===== config.mk =====
export PLATFORM = sky130hd
export DESIGN_NAME = traffic_sensor_conditioner
export DESIGN_NICKNAME = d
export VERILOG_FILES = /design/src/rtl/traffic_pkg.sv /design/src/rtl/sensor_debounce.sv /design/src/rtl/traffic_sensor_conditioner.sv
export SDC_FILE = /design/constraint.sdc
export NUM_CORES = 1
export LEC_CHECK = 0
export ABC_AREA = 1
export CAP_MARGIN = 10
export CELL_PAD_IN_SITES_DETAIL_PLACEMENT = 1
export CELL_PAD_IN_SITES_GLOBAL_PLACEMENT = 1
export CORE_MARGIN = 2
export CORE_UTILIZATION = 41
export DETAILED_ROUTE_END_ITERATION = 10
export PLACE_DENSITY_LB_ADDON = 0.05
export SLEW_MARGIN = 15
export SYNTH_ARGS = -nofsm -noshare
export SYNTH_HDL_FRONTEND = slang
export SYNTH_SLANG_ARGS = --single-unit

===== constraint.sdc =====
create_clock -name clk -period 3.1 [get_ports clk]
set_input_delay 0.31 -clock clk [delete_from_list [all_inputs] [get_ports clk]]
set_output_delay 0.31 -clock clk [all_outputs]
set_load 0.01 [all_outputs]

===== src/rtl/traffic_pkg.sv =====
`default_nettype none
// ============================================================================
// Module   : traffic_pkg
// Purpose  : Shared types and width helpers for the traffic sensor
//            conditioner (debounce state encoding, counter widths).
// Revision : 1.0 - initial release
// ============================================================================
package traffic_pkg;

    // Per-channel debounce state; the conditioned level is 1 in HIGH and FALL_WAIT.
    typedef enum logic [1:0] {
        IDLE      = 2'd0,
        RISE_WAIT = 2'd1,
        HIGH      = 2'd2,
        FALL_WAIT = 2'd3
    } deb_state_t;

    // Width able to hold the value 0..cycles inclusive.
    function automatic int cnt_width(input int cycles);
        return (cycles < 1) ? 1 : $clog2(cycles + 1);
    endfunction

endpackage
`default_nettype wire


===== src/rtl/sensor_debounce.sv =====
`default_nettype none
// ============================================================================
// Module   : sensor_debounce
// Purpose  : One sensor channel: SYNC_STAGES-deep synchronizer, four-state
//            debounce FSM with registered level and arrival pulse, and an
//            optional stuck-high detector (enabled by macro STUCK_DETECT_EN).
// Revision : 1.0 - initial release
// ============================================================================
module sensor_debounce
    import traffic_pkg::*;
#(
    parameter int SYNC_STAGES     = 2,
    parameter int DEBOUNCE_CYCLES = 4,
    parameter int STUCK_CYCLES    = 64
) (
    input  logic clk,
    input  logic reset,
    input  logic i_raw,
    output logic o_level,
`ifdef STUCK_DETECT_EN
    output logic o_stuck,
`endif
    output logic o_arrive
);

    localparam int                  c_CNT_W    = cnt_width(DEBOUNCE_CYCLES);
    localparam logic [c_CNT_W-1:0]  c_DEB_LAST = c_CNT_W'(DEBOUNCE_CYCLES);
    localparam logic [c_CNT_W-1:0]  c_ONE      = c_CNT_W'(1);
    localparam logic                c_SINGLE   = (DEBOUNCE_CYCLES == 1);

    logic [SYNC_STAGES-1:0] r_sync;
    logic                   w_synced;
    deb_state_t             r_state;
    logic [c_CNT_W-1:0]     r_cnt;
    logic [c_CNT_W-1:0]     w_cnt_inc;
    logic                   r_level;
    logic                   r_arrive;
    logic                   w_fall;

    // Synchronizer chain; only the last stage is used downstream.
    always_ff @(posedge clk) begin
        if (reset) begin
            r_sync <= '0;
        end else begin
            r_sync <= {r_sync[SYNC_STAGES-2:0], i_raw};
        end
    end

    assign w_synced  = r_sync[SYNC_STAGES-1];
    assign w_cnt_inc = r_cnt + c_ONE;

    // A fall is confirmed this cycle (used by the stuck detector to clear at the same edge).
    assign w_fall = !w_synced &&
                    (((r_state == FALL_WAIT) && (w_cnt_inc == c_DEB_LAST)) ||
                     ((r_state == HIGH) && c_SINGLE));

    // Debounce FSM with registered level and one-cycle arrival pulse.
    always_ff @(posedge clk) begin
        if (reset) begin
            r_state  <= IDLE;
            r_cnt    <= '0;
            r_level  <= 1'b0;
            r_arrive <= 1'b0;
        end else begin
            r_arrive <= 1'b0;
            case (r_state)
                IDLE: begin
                    if (w_synced) begin
                        if (c_SINGLE) begin
                            r_state  <= HIGH;
                            r_cnt    <= '0;
                            r_level  <= 1'b1;
                            r_arrive <= 1'b1;
                        end else begin
                            r_state <= RISE_WAIT;
                            r_cnt   <= c_ONE;
                        end
                    end
                end
                RISE_WAIT: begin
                    if (!w_synced) begin
                        r_state <= IDLE;
                        r_cnt   <= '0;
                    end else if (w_cnt_inc == c_DEB_LAST) begin
                        r_state  <= HIGH;
                        r_cnt    <= '0;
                        r_level  <= 1'b1;
                        r_arrive <= 1'b1;
                    end else begin
                        r_cnt <= w_cnt_inc;
                    end
                end
                HIGH: begin
                    if (!w_synced) begin
                        if (c_SINGLE) begin
                            r_state <= IDLE;
                            r_cnt   <= '0;
                            r_level <= 1'b0;
                        end else begin
                            r_state <= FALL_WAIT;
                            r_cnt   <= c_ONE;
                        end
                    end
                end
                FALL_WAIT: begin
                    if (w_synced) begin
                        r_state <= HIGH;
                        r_cnt   <= '0;
                    end else if (w_cnt_inc == c_DEB_LAST) begin
                        r_state <= IDLE;
                        r_cnt   <= '0;
                        r_level <= 1'b0;
                    end else begin
                        r_cnt <= w_cnt_inc;
                    end
                end
                default: begin
                    r_state <= IDLE;
                    r_cnt   <= '0;
                    r_level <= 1'b0;
                end
            endcase
        end
    end

    assign o_arrive = r_arrive;

`ifdef STUCK_DETECT_EN
    localparam int                  c_STK_W   = cnt_width(STUCK_CYCLES);
    localparam logic [c_STK_W-1:0]  c_STK_MAX = c_STK_W'(STUCK_CYCLES);

    logic [c_STK_W-1:0] r_high_time;
    logic [c_STK_W-1:0] w_high_inc;
    logic               r_stuck;

    assign w_high_inc = r_high_time + c_STK_W'(1);

    // High-time counter; stuck flag is sticky until the debounced level confirms a fall.
    always_ff @(posedge clk) begin
        if (reset || !r_level || w_fall) begin
            r_high_time <= '0;
            r_stuck     <= 1'b0;
        end else if (!r_stuck) begin
            r_high_time <= w_high_inc;
            if (w_high_inc == c_STK_MAX) begin
                r_stuck <= 1'b1;
            end
        end
    end

    assign o_level = r_level & ~r_stuck;
    assign o_stuck = r_stuck;
`else
    assign o_level = r_level;
`endif

endmodule
`default_nettype wire


===== src/rtl/traffic_sensor_conditioner.sv =====
`default_nettype none
// ============================================================================
// Module   : traffic_sensor_conditioner
// Purpose  : Conditions the two raw car sensors into clean SA/SB levels,
//            arrival pulses and saturating arrival counters.
//            Optional stuck-sensor detection with macro STUCK_DETECT_EN.
// Revision : 1.0 - initial release
// ============================================================================
module traffic_sensor_conditioner
    import traffic_pkg::*;
#(
    parameter int SYNC_STAGES     = 2,
    parameter int DEBOUNCE_CYCLES = 4,
    parameter int CNT_W           = 8,
    parameter int STUCK_CYCLES    = 64
) (
    input  logic             clk,
    input  logic             reset,
    input  logic             raw_a,
    input  logic             raw_b,
    input  logic             clear_counts,
    output logic             SA,
    output logic             SB,
    output logic             arrive_a,
    output logic             arrive_b,
`ifdef STUCK_DETECT_EN
    output logic             stuck_a,
    output logic             stuck_b,
`endif
    output logic [CNT_W-1:0] count_a,
    output logic [CNT_W-1:0] count_b
);

    localparam logic [CNT_W-1:0] c_CNT_MAX = '1;
    localparam logic [CNT_W-1:0] c_CNT_ONE = CNT_W'(1);

    logic             w_arrive_a;
    logic             w_arrive_b;
    logic [CNT_W-1:0] r_count_a;
    logic [CNT_W-1:0] r_count_b;

    sensor_debounce #(
        .SYNC_STAGES     (SYNC_STAGES),
        .DEBOUNCE_CYCLES (DEBOUNCE_CYCLES),
        .STUCK_CYCLES    (STUCK_CYCLES)
    ) u_deb_a (
        .clk      (clk),
        .reset    (reset),
        .i_raw    (raw_a),
        .o_level  (SA),
`ifdef STUCK_DETECT_EN
        .o_stuck  (stuck_a),
`endif
        .o_arrive (w_arrive_a)
    );

    sensor_debounce #(
        .SYNC_STAGES     (SYNC_STAGES),
        .DEBOUNCE_CYCLES (DEBOUNCE_CYCLES),
        .STUCK_CYCLES    (STUCK_CYCLES)
    ) u_deb_b (
        .clk      (clk),
        .reset    (reset),
        .i_raw    (raw_b),
        .o_level  (SB),
`ifdef STUCK_DETECT_EN
        .o_stuck  (stuck_b),
`endif
        .o_arrive (w_arrive_b)
    );

    // Saturating arrival counters; a clear coincident with an arrival leaves a count of 1.
    always_ff @(posedge clk) begin
        if (reset) begin
            r_count_a <= '0;
            r_count_b <= '0;
        end else begin
            if (clear_counts) begin
                r_count_a <= w_arrive_a ? c_CNT_ONE : '0;
                r_count_b <= w_arrive_b ? c_CNT_ONE : '0;
            end else begin
                if (w_arrive_a && (r_count_a != c_CNT_MAX)) begin
                    r_count_a <= r_count_a + c_CNT_ONE;
                end
                if (w_arrive_b && (r_count_b != c_CNT_MAX)) begin
                    r_count_b <= r_count_b + c_CNT_ONE;
                end
            end
        end
    end

    assign arrive_a = w_arrive_a;
    assign arrive_b = w_arrive_b;
    assign count_a  = r_count_a;
    assign count_b  = r_count_b;

endmodule
`default_nettype wire


# [Word level (Yosys, flattened, before mapping)]
# Index checks and enable logic that the tools add are counted.
[classes] addsub=4 eq_ne=26 n_mux=44 bitwise_logic=4 n_reduce_logical=16
[ops] operator="two-way mux 8 bit" n=4
[ops] operator="two-way mux 3 bit" n=10
[ops] operator="two-way mux 2 bit" n=12
[ops] operator="case mux 3 bit (4 select lines)" n=2
[ops] operator="adder 8 x 1 -> 8 bit (second input constant)" n=2
[ops] operator="!= test 8 bit (second input constant)" n=2
[ops] operator="case mux 2 bit (4 select lines)" n=2
[ops] operator="two-way mux 1 bit" n=12
[ops] operator="!= test 2 x 1 -> 1 bit (second input constant)" n=6
[ops] operator="!= test 2 bit (second input constant)" n=6
[ops] operator="AND reduction 5 bit" n=2
[ops] operator="== test 2 bit (second input constant)" n=4
[ops] operator="AND reduction 4 bit" n=2
[ops] operator="nonzero test 2 bit" n=4
[ops] operator="adder 3 x 1 -> 3 bit (second input constant)" n=2
[ops] operator="== test 3 bit (second input constant)" n=2
[ops] operator="!= test 3 x 2 -> 1 bit (second input constant)" n=2
[ops] operator="!= test 3 bit (second input constant)" n=2
[ops] operator="OR reduction 3 bit" n=2
[ops] operator="== test 2 x 1 -> 1 bit (second input constant)" n=2
[ops] operator="logical NOT 2 bit" n=2
[ops] operator="inverter 1 bit" n=4
[ops] operator="case mux 1 bit (2 select lines)" n=2
[ops] operator="AND reduction 2 bit" n=2
[ops] operator="logical AND 1 bit" n=2
[totals] regBits=34 in_bits=5 out_inout_bits=20 word_cells=106

# [Depth between registers and ports, before layout]
[logic_depth] ltp_word=5 mapped_depth=8 mapped_depth_nobuf=8

# [Hierarchy]
# From an unflattened synthesis, not the netlist that was laid out.
[hier_totals] cells_unflattened=227 hier_area_um2=1700.4
[by_module_without_submodules] module="traffic_sensor_conditioner" n_inst=1 cells_per_inst=137 area_per_inst_um2=934.6 seq_area_each_um2=320.3
[by_module_without_submodules] module="sensor_debounce" n_inst=2 cells_per_inst=45 area_per_inst_um2=382.9 seq_area_each_um2=180.2

# [Worst setup path before layout]
# Ideal clock, no wire load.
[synth_path] kind="register to register" from="register r_count_b[0] (netlist: count_b[0])" to="register r_count_b[5] (netlist: count_b[5])" arrival_time_ns=1.212 required_ns=2.983 path_slack_ns=1.771 stages_incl_launch_ff=9 n_path_buf=0 synth_period_minus_slack_ns=1.329 cell_sequence="dfxtp_1 ha_1 nand2_1 nor2_1 nand2_4 nand4_1 nor2_1 nor2_1 nor2_1"
[synth_via] elab_chain_cells=3 word_cells_on_any_way=6 classes_between="add/sub: 1; eq/ne: 1; mux: 2; reduce/logical: 2"
[synth_lines] element="start: declaration" line="traffic_sensor_conditioner.sv:40" text="logic [CNT_W-1:0] r_count_b;"
[synth_lines] element="start signal: assignment" line="traffic_sensor_conditioner.sv:80" text="r_count_b <= w_arrive_b ? c_CNT_ONE : '0;"
[synth_lines] element="start signal: assignment" line="traffic_sensor_conditioner.sv:86" text="r_count_b <= r_count_b + c_CNT_ONE;"
[synth_lines] element="adder 8 x 1 -> 8 bit / != test 8 bit (equally long branches)" line="traffic_sensor_conditioner.sv:86, traffic_sensor_conditioner.sv:85"
[synth_lines] element="two-way mux 8 bit / logical AND 1 bit (equally long branches)" line="traffic_sensor_conditioner.sv:85" text="if (w_arrive_b && (r_count_b != c_CNT_MAX)) begin"
[synth_lines] element="two-way mux 8 bit / nonzero test 2 bit (equally long branches)"
# Parallel ways exist; a longest one is shown, timed or not. The select of a mux whose other input is x is not followed.
# A chain may end at the register's enable or synchronous reset.

# [Worst setup path in the final report]
[layout_path] from="register u_deb_b.r_arrive (netlist: u_deb_b.o_arrive)" to="output port arrive_b"
[layout_lines] element="start: declaration" line="sensor_debounce.sv:37" text="logic r_arrive;"
[layout_lines] element="start signal: assignment" line="sensor_debounce.sv:63" text="r_arrive <= 1'b0;"
[layout_lines] element="start signal: assignment" line="sensor_debounce.sv:65" text="r_arrive <= 1'b0;"
[layout_lines] element="start signal: assignment" line="sensor_debounce.sv:73" text="r_arrive <= 1'b1;"
[layout_lines] element="end: declaration" line="traffic_sensor_conditioner.sv:25" text="output logic arrive_b,"
# No word-level cell between the ends.

==> results.toml <==
[outcome]
status = "finished, final reports clean"

[sta]
finalMaxSlewViolations = 0
skew_ns = 0.00503
setup_tns_ns = 0
worst_slack_ns = 1.32
finalCriticalPeriod_ns = 1.78
setup_viol = 0
hold_slack_ns = 0.411
min_period_over_period_pct = 57.4
tightest_slew_ns = 0.725
fmax_mhz = 562
rsz0062_at_grt = "false"
relSlewSlack_pct = 51.5
finalHoldViolations = 0

[place]
dp_hpwl_um = 2780
placed_cell_area_um2 = 1850
dp_slack_ns = 1.23
gp_congestion = 0.745
io_buffers = 24

[finish]
diodes = 0
syn2layout_area_growth_pct = 24.7
mostFrequentLayoutCells = "nand2_1 (37), dfxtp_1 (34), nor2_1 (28)"
layout_commonest_cell = "nand2_1"
final_area_um2 = 1940
layout-drive-gt1-share_pct = 9.79
nets = 246

[yosys]
yosysUniqueCellTypes = 23
avgSynthCellArea_um2 = 7.56
netlist_area_um2 = 1560
synth_seq_cells = 34
synthCells = 206
synth-edff-count = 0
ys_async_sr_fraction_pct = 0
synth_seq_area_share_pct = 43.7
synth_warnings = 0
synthesis.nets = 218
synth_ff_type = "dfxtp_1"

[global_routing]
grt_pass1_wl_um = 6640
gr-total-overflow = 0
grt_usage_pct = 20.3
grt_pass1_vias = 1523
grt_max_degree = 13
antenna_found_initial = 0

[setup_path]
path_buf_inv = 1
critical-path-slowest-cell = "clkdlybuf4s50_1"
critPathKind = "register to output pin"
required_ns = 2.79
cpLargestDelayFamily = "buffers and inverters"
startpoint_type = "register"
rr_worst_depth = 7
endpoint_kind = "output pin"
reg2reg_from = "count_b[0]"
slowest_delay_ns = 0.62
r2r_slack_ns = 1.57
cp.arrival_ns = 1.47
reg2reg_to = "count_b[2]"
path_max_fanout = 11
worstSetupStartpoint = "u_deb_b.o_arrive"
crit_chain = "clkdlybuf4s50_1"

[hold_path]
holdPathStages = 2
worstHoldPathType = "register to register"
holdPathEnd = "u_deb_b.r_sync[1]"
min_from = "u_deb_b.r_sync[0]"

[pwr]
p_clk_share_pct = 41.8
power_frac_seq_pct = 53.8
pwr_density_cell_nw_per_um2 = 428
p_int_mw = 0.635
ir_drop_mv = 0.257
finalPower_mw = 0.830
swShare_pct = 23.6
p_sw_mw = 0.196
power_frac_comb_pct = 4.4
leakage_nw = 0.724

[floorplanning]
die_h_um = 65.6
die-area_um2 = 4310
start_util_pct = 42.5
rows = 22
die_w_um = 65.6
io_pins = 25
coreArea_um2 = 3660

[cts]
clock_latency_ns = 0.29
cts_resized = 0
path_clk_slew_ns = 0.07
ctsHtreeMaxLevel = 2
clock_path_buffers = 2
cts_tree = "done"
holdBufCountCts = 0
postCtsSetupBuffers = 0
root_buffer = "clkbuf_8"
cts_buffers = 5
cts_sinks = 34

[drt]
route.detailed.drc = 0
vias = 1459
drt_iter0_drc = 64
avgRoutedWirePerCell_um = 13.4
wirelength_um = 3810
via_per_inst = 5.16
drtPass1Iterations = 4
antenna_left = 0

[flow_run]
cap_violations = 0
==> worst max path at each step <==
stage | to | slack [ns] | depth (start not counted)
floorplan | count_b[5] | 1.77 | 8
global placement | count_a[2] | 1.31 | 4
detailed placement | count_b[2] | 1.23 | 4
CTS | arrive_b | 1.32 | 1
global route | arrive_b | 1.27 | 1
finish | arrive_b | 1.32 | 1
==> cell type report <==
| type | instances | area [um^2] |
|---|---|---|
| fillers | 474 | 1720 |
| multi-input cells | 146 | 776 |
| flip-flops and latches | 34 | 681 |
| repair buffers | 25 | 248 |
| clock buffers | 6 | 82.6 |
| inverters | 22 | 82.6 |
| well taps | 48 | 60.1 |
| clock inverters | 2 | 12.5 |
==> per-layer routing <==
| metal | global-route usage, % | wire, um |
|---|---|---|
| met5 | 0 | 0 |
| met4 | 5.73 | 42 |
| met3 | 7.02 | 134 |
| met2 | 36.6 | 2060 |
| met1 | 22.2 | 1570 |
==> kinds of logic after synthesis <==
logic type	count (synthesis)	synth area share [%]
flops	34	43.7
buf+inv	26	6.51
simple gates	100	29.8
fa+ha+maj	7	5.62
compound gates	35	12.1
xor+xnor	4	2.25
==> cell usage after synthesis, drive strengths merged, types with 3 or more instances <==
cell | count | area, um^2
o21ai | 15 | 75.1
nor2 | 32 | 135
nand3 | 16 | 85.1
ha | 7 | 87.6
a21oi | 18 | 101
dfxtp | 34 | 681
nor3 | 3 | 15.0
xor2 | 3 | 26.3
inv | 22 | 82.6
nand2 | 43 | 191
buf | 4 | 18.8
nand4 | 6 | 37.5
==> power groups by stage <==
stage	Sequential [mW]	Clock (mW)	Combinational (mW)
floorplan	0.456	0	0.0217
global placement	0.456	0	0.0344
detailed placement	0.457	0	0.0359
CTS	0.447	0.356	0.0368
global route	0.447	0.381	0.0410
finish	0.447	0.347	0.0362
==> metrics by stage <==
stage | std cells | utilization, %
floorplan | 206 | -
global placement | 275 | 50.4
detailed placement | 275 | 50.4
CTS | 283 | 53.0
global route | 283 | 53.0
finish | 283 | 53.0
==> flip-flops by register name, indices dropped and copies added (netlist names), named ones only <==
name and count:
count_a 8, count_b 8, u_deb_a.r_cnt 3, u_deb_b.r_cnt 3
u_deb_a.r_sync 2, u_deb_b.r_sync 2, u_deb_a.o_arrive 1, u_deb_a.o_level 1
u_deb_a.r_state 1, u_deb_b.o_arrive 1, u_deb_b.o_level 1, u_deb_b.r_state 1
Note: power is estimated with default switching activity, not from simulation.
